$ cat config.mk
export PLATFORM = sky130hd
export DESIGN_NAME = gpio_port
export DESIGN_NICKNAME = d
export VERILOG_FILES = /design/src/rtl/gpio_port.sv
export SDC_FILE = /design/constraint.sdc
export NUM_CORES = 1
export LEC_CHECK = 0
export CAP_MARGIN = 20
export CORE_ASPECT_RATIO = 1.1
export CORE_MARGIN = 10
export CORE_UTILIZATION = 25
export DETAILED_ROUTE_END_ITERATION = 12
export GPL_TIMING_DRIVEN = 0
export PLACE_DENSITY_LB_ADDON = 0.12
export SLEW_MARGIN = 15
export SYNTH_ARGS = -nofsm -noshare
export SYNTH_HDL_FRONTEND = slang
export SYNTH_SLANG_ARGS = --single-unit
export TNS_END_PERCENT = 10
$ cat constraint.sdc
create_clock -name clk -period 3.2 [get_ports clk]
set_input_delay 0.96 -clock clk [delete_from_list [all_inputs] [get_ports clk]]
set_output_delay 0.96 -clock clk [all_outputs]
set_load 0.01 [all_outputs]
$ cat src/rtl/gpio_port.sv
// Memory-mapped GPIO port: direction/output latches, synchronised inputs, edge interrupts.
// Define GPIO_DEBOUNCE_EN to insert a per-pin debounce filter between the synchroniser and edge detect.
module gpio_port #(
    parameter int WIDTH           = 32,
    parameter int N_GPIO          = 8,
    parameter int DEBOUNCE_CYCLES = 4
) (
    input  logic              clk,
    input  logic              rst_n,
    input  logic [WIDTH-1:0]  addr,
    input  logic [WIDTH-1:0]  wdata,
    input  logic              we,
    output logic [WIDTH-1:0]  rdata,
    input  logic [N_GPIO-1:0] gpio_in,
    output logic [N_GPIO-1:0] gpio_out,
    output logic [N_GPIO-1:0] gpio_oe,
    output logic              irq
);

    localparam logic [2:0] ADDR_DATA_OUT = 3'd0;
    localparam logic [2:0] ADDR_DIR      = 3'd1;
    localparam logic [2:0] ADDR_DATA_IN  = 3'd2;
    localparam logic [2:0] ADDR_IRQ_EN   = 3'd3;
    localparam logic [2:0] ADDR_IRQ_PEND = 3'd4;
    localparam logic [2:0] ADDR_EDGE_SEL = 3'd5;

`ifdef GPIO_DEBOUNCE_EN
    localparam bit DB_EN = 1'b1;
`else
    localparam bit DB_EN = 1'b0;
`endif

    // The filter delays the first visible level by DEBOUNCE_CYCLES, so arming is stretched to match.
    localparam int ARM_EDGES = 3 + (DB_EN ? DEBOUNCE_CYCLES : 0);
    localparam int ARM_W     = $clog2(ARM_EDGES + 1);

    logic [N_GPIO-1:0] data_out;
    logic [N_GPIO-1:0] dir;
    logic [N_GPIO-1:0] irq_en;
    logic [N_GPIO-1:0] irq_pend;
    logic [N_GPIO-1:0] edge_sel;
    logic [N_GPIO-1:0] s1;
    logic [N_GPIO-1:0] s2;
    logic [N_GPIO-1:0] s3;
    logic [N_GPIO-1:0] pin_val;
    logic [ARM_W-1:0]  arm_cnt;

    logic [2:0]        sel;
    logic [N_GPIO-1:0] wr_data;
    logic              armed;
    logic [N_GPIO-1:0] rise;
    logic [N_GPIO-1:0] fall;
    logic [N_GPIO-1:0] ev;
    logic [N_GPIO-1:0] pend_clr;
    logic              unused_bits;

    assign sel         = addr[2:0];
    assign wr_data     = wdata[N_GPIO-1:0];
    assign unused_bits = ^{addr, wdata};

    always_ff @(posedge clk or negedge rst_n) begin
        if (!rst_n) begin
            s1 <= '0;
            s2 <= '0;
            s3 <= '0;
        end else begin
            s1 <= gpio_in;
            s2 <= s1;
            s3 <= pin_val;
        end
    end

`ifdef GPIO_DEBOUNCE_EN
    localparam int DB_W = (DEBOUNCE_CYCLES > 1) ? $clog2(DEBOUNCE_CYCLES) : 1;

    logic [N_GPIO-1:0] db;
    logic [DB_W-1:0]   db_cnt [N_GPIO];

    // A pin's filtered level only follows s2 once it has disagreed for DEBOUNCE_CYCLES edges in a row.
    always_ff @(posedge clk or negedge rst_n) begin
        if (!rst_n) begin
            db <= '0;
            for (int i = 0; i < N_GPIO; i++) begin
                db_cnt[i] <= '0;
            end
        end else begin
            for (int i = 0; i < N_GPIO; i++) begin
                if (s2[i] != db[i]) begin
                    if (db_cnt[i] == DB_W'(DEBOUNCE_CYCLES - 1)) begin
                        db[i]     <= s2[i];
                        db_cnt[i] <= '0;
                    end else begin
                        db_cnt[i] <= db_cnt[i] + DB_W'(1);
                    end
                end else begin
                    db_cnt[i] <= '0;
                end
            end
        end
    end

    assign pin_val = db;
`else
    assign pin_val = s2;
`endif

    always_ff @(posedge clk or negedge rst_n) begin
        if (!rst_n) begin
            arm_cnt <= '0;
        end else if (!armed) begin
            arm_cnt <= arm_cnt + ARM_W'(1);
        end
    end

    // Events are masked until the synchroniser has flushed its reset zeros.
    assign armed    = (arm_cnt == ARM_W'(ARM_EDGES));
    assign rise     = pin_val & ~s3;
    assign fall     = ~pin_val & s3;
    assign ev       = armed ? ((edge_sel & rise) | (~edge_sel & fall)) : '0;
    assign pend_clr = (we && sel == ADDR_IRQ_PEND) ? wr_data : '0;

    always_ff @(posedge clk or negedge rst_n) begin
        if (!rst_n) begin
            data_out <= '0;
            dir      <= '0;
            irq_en   <= '0;
            edge_sel <= '0;
            irq_pend <= '0;
        end else begin
            if (we) begin
                case (sel)
                    ADDR_DATA_OUT: data_out <= wr_data;
                    ADDR_DIR:      dir      <= wr_data;
                    ADDR_IRQ_EN:   irq_en   <= wr_data;
                    ADDR_EDGE_SEL: edge_sel <= wr_data;
                    default: ;
                endcase
            end
            // A new event outranks a same-cycle write-1-to-clear.
            irq_pend <= (irq_pend & ~pend_clr) | ev;
        end
    end

    always_comb begin
        rdata = '0;
        case (sel)
            ADDR_DATA_OUT: rdata[N_GPIO-1:0] = data_out;
            ADDR_DIR:      rdata[N_GPIO-1:0] = dir;
            ADDR_DATA_IN:  rdata[N_GPIO-1:0] = pin_val;
            ADDR_IRQ_EN:   rdata[N_GPIO-1:0] = irq_en;
            ADDR_IRQ_PEND: rdata[N_GPIO-1:0] = irq_pend;
            ADDR_EDGE_SEL: rdata[N_GPIO-1:0] = edge_sel;
            default:       rdata = '0;
        endcase
    end

    assign gpio_out = data_out;
    assign gpio_oe  = dir;
    assign irq      = |(irq_pend & irq_en);

endmodule
==> results.md, run 1 <==
- Worst Path Arrival: 2.14 ns
- Max Slew Vio Count: 0
- Fmax: 322 MHz
- Combinational Power Share: 20.7%
- NetSw: 0.000616 W
- TritonCTS clock tree: yes
- Status: finished clean
- Final setup violation count: 0
- Initial antenna violation count: 0
- Final Cycle Share: 97.0%
- Vias: 2035
- Num CTS Buffers: 9
- ANT nets after route: 0
- HP Start: s1[3]
- Max stage delay on crit path: 0.33 ns
- Register area: 1650 µm²
- Clock power share: 35.0%
- CP cell instances: buf_2, buf_2, a21oi_1, a211o_1, o21ai_0, buf_2
- Synth area leaders: dfrtp_1 (55%), mux2_2 (13%), buf_4 (6.7%)
- Clk sinks: 66
- Ys flop type: dfrtp_1
- Initial core utilization: 25.9%
- Post-synth EDFFs: 0
- Slowest-stage cell, CP: buf_2
- Drc violations: 0
- Post-synthesis register bit count: 66
- Worst Setup Slack, final: 0.0954 ns
- Pre-CTS setup slack: -0.979 ns
- Final hold violation count: 0
- Max clock buf depth: 2
- CP Max Fanout: 10
- Area grow syn2layout: 35.1%
- Cell Area, Synth: 3010 µm²
- Post-synth ARST share: 100%
- Post-layout minimum cycle time: 3.10 ns
- Post-route insts no fill: 469
- Total GRT Usage: 9.50%
- Int Power: 0.00175 W
- Flop pwr share: 44.3%
- Worst r2r src: arm_cnt[0]
- Most used cell, CP: buf_2
- Number of global-route vias before repair: 2165
- Largest net degree at the start of global routing: 54
- WL/cell: 16.8 µm
- DRT iter0 DRCs: 44
- Fillcell total: 1151
- H-tree depth: 3
- Die Ht: 135 µm
- PD cells: 582 nW/µm²
- Worst Tran Pin Value: 0.791 ns
- VDD IR max: 255 µV
- Leakage Power: 1.81 nW
- Hpwl dp: 5580 µm
- Max-cap violations: 0
- Die width: 125 µm
- Cells after synthesis: 232
- Number of port buffers: 45
- Critical Path RT: 2.24 ns
- Total global routing overflow: 0
- Worst Setup Path Type: in -> out
- Setup crit start: addr[2]
- Syn avg cell area: 13.0 µm²
- Hold WS: 0.345 ns
- Seq/Total Area, Yosys: 54.9%
- Largest area contributor in the netlist: dfrtp_1
- Clk_skew: 0.00350 ns
- Share of layout cells above drive strength 1: 31.7%
- First-pass GRT wire length: 12300 µm
- Yosys warning count: 0
- Fin area: 4070 µm²
- CP Capture Type: output pin
- Core Box Area: 11600 µm²
- Unrepaired setup endpoints after global routing: no
- Dpl cells: 451
- Footprint of the multi-input gates: 1240 µm²
- Design Power: 0.00236 W
- Critical path launch point type: input pin
- Ports: 124
- Pre-antenna DRT Iters: 4
- Tightest Hold Check Type: reg -> reg
- Die ar.: 16800 µm²
- Via-to-Cell Ratio: 4.34
- Post-synth top area share: 54.9%
- Nets@finish: 393
- Final wirelength: 7890 µm
- Row count: 41
- Worst skew pair latency: 0.33 ns
- Rel. slew slack: 47.1%
- Placer Congestion: 0.712
- Clock-pin slew of the registers on the worst-case setup and hold paths: 0.05 ns
- Antenna Cells: 0
- Synth cell types: 30
- Root Buffer: clkbuf_16
- Net Sw Frac: 26.1%
- Placed instance area: 3760 µm²
- R2r setup slk: 1.66 ns
==> worst max-delay path: cells and delay by family <==
| family | cells | cell delay, ns |
|---|---|---|
| buffers and inverters | 3 | 0.72 |
| AO/OA/AOI/OAI | 3 | 0.47 |
==> kinds of logic after synthesis <==
group	Yosys count	share of synthesized area, %
flip-flops	66	54.9
multiplexers	53	19.5
AND/OR/NAND/NOR	42	8.56
buffers and inverters	35	8.10
AO/OA/AOI/OAI	33	8.19
adder cells (fa/ha/maj)	1	0.416
other	1	0.125
XOR/XNOR	1	0.291
==> flip-flops by register name (all words and copies together) (netlist names) <==
register and count:
irq_en 8, pin_val 8, s1 8, irq_pend 8
gpio_oe 8, gpio_out 8, edge_sel 8, s3 8
arm_cnt 2
==> worst paths after layout <==
kind / endpoint / cells after the start
worst max-delay path: rdata[0] / 6
worst min-delay path: pin_val[3] / 0
worst max register to register: arm_cnt[1] / 3
worst min register to register: pin_val[3] / 0
max in group asynchronous: irq_pend[2] / 2
min in group asynchronous: pin_val[0] / 1
==> layer usage <==
metal  vias to the layer above  GRT usage, %  part of all wire, %
li1                        963             -                    -
met1                      1003          11.0                   43
met2                        59          15.6                   49
met4                         0          4.08                  1.7
met5                         -             0                    0
met3                        10          3.37                  6.1
==> power groups by stage <==
stage	combinational (W)	clock (W)	sequential, W
after floorplan	0.000246	0	0.00106
after global placement	0.000487	0	0.00106
after detailed placement	0.000495	0	0.00106
after CTS	0.000500	0.000857	0.00105
after global routing	0.000535	0.000889	0.00106
final	0.000490	0.000827	0.00105
==> what timing repair did <==
item	in CTS	in global routing
setup endpoints to repair	8	2
gates cloned	1	0
gates resized for setup	53	2
buffers inserted	4	0
hold buffers	0	0
pin swaps	1	0
==> final cells by class <==
type	instances	area share, %
Inverter	1	0.0923
Buffer	34	6.89
Multi-Input combinational cell	154	30.4
Clock buffer	12	5.82
Clock inverter	1	0.123
Tap cell	150	4.62
Sequential cell	66	40.6
Timing Repair Buffer	51	11.4
==> synth_stat cells, drive strengths merged, types with 2 or more instances <==
library cell	instances
nand4b	2
mux2i	18
o221ai	6
o21ai	2
nand3b	3
or3	4
a22oi	4
nor4bb	2
a22o	8
o22ai	8
dfrtp	66
buf	31
o21a	2
a21oi	2
mux2	34
nand2b	10
clkbuf	3
nand2	17
==> cells in the final DEF (no fill, tap or decap), types with 2 or more instances in the layout <==
| cell | Yosys | layout |
|---|---|---|
| buf_4 | 27 | 29 |
| mux2_2 | 34 | 34 |
| o22ai_1 | 8 | 7 |
| conb_1 | 1 | 24 |
| clkbuf_16 | 0 | 9 |
| a21oi_1 | 2 | 2 |
| or3_1 | 4 | 4 |
| buf_12 | 0 | 2 |
| nor4bb_1 | 2 | 2 |
| nand2b_1 | 10 | 9 |
| nand4b_1 | 2 | 2 |
| clkbuf_1 | 3 | 4 |
| buf_2 | 3 | 13 |
| o21ai_0 | 2 | 2 |
| nand2_1 | 17 | 17 |
| dfrtp_1 | 66 | 66 |
| o221ai_2 | 0 | 3 |
| nand3b_1 | 3 | 3 |
| o221ai_1 | 6 | 3 |
| clkdlybuf4s50_1 | 0 | 34 |
| o21a_1 | 2 | 2 |
| a22o_1 | 8 | 8 |
| mux2i_1 | 18 | 17 |
| a22oi_1 | 4 | 4 |
| buf_6 | 1 | 2 |
==> stage by stage <==
step / TNS [ns] / utilization [%]
floorplan: 0 / -
global placement: -86.76 / 32.1
detailed placement: -7.18 / 32.3
CTS: 0 / 35.0
global route: 0 / 34.9
finish: 0 / 34.9
Note: power is estimated with default switching activity, not from simulation.
==> run 2: changes to the inputs <==
--- a/config.mk
+++ b/config.mk
@@ -9,6 +9,7 @@
 export CORE_ASPECT_RATIO = 1.1
 export CORE_MARGIN = 10
 export CORE_UTILIZATION = 25
+export CTS_CLUSTER_DIAMETER = 120
 export DETAILED_ROUTE_END_ITERATION = 12
 export GPL_TIMING_DRIVEN = 0
 export PLACE_DENSITY_LB_ADDON = 0.12
==> results of run 2 <==
Same layout as run 1: the final DEF is identical, and so are final timing and power.
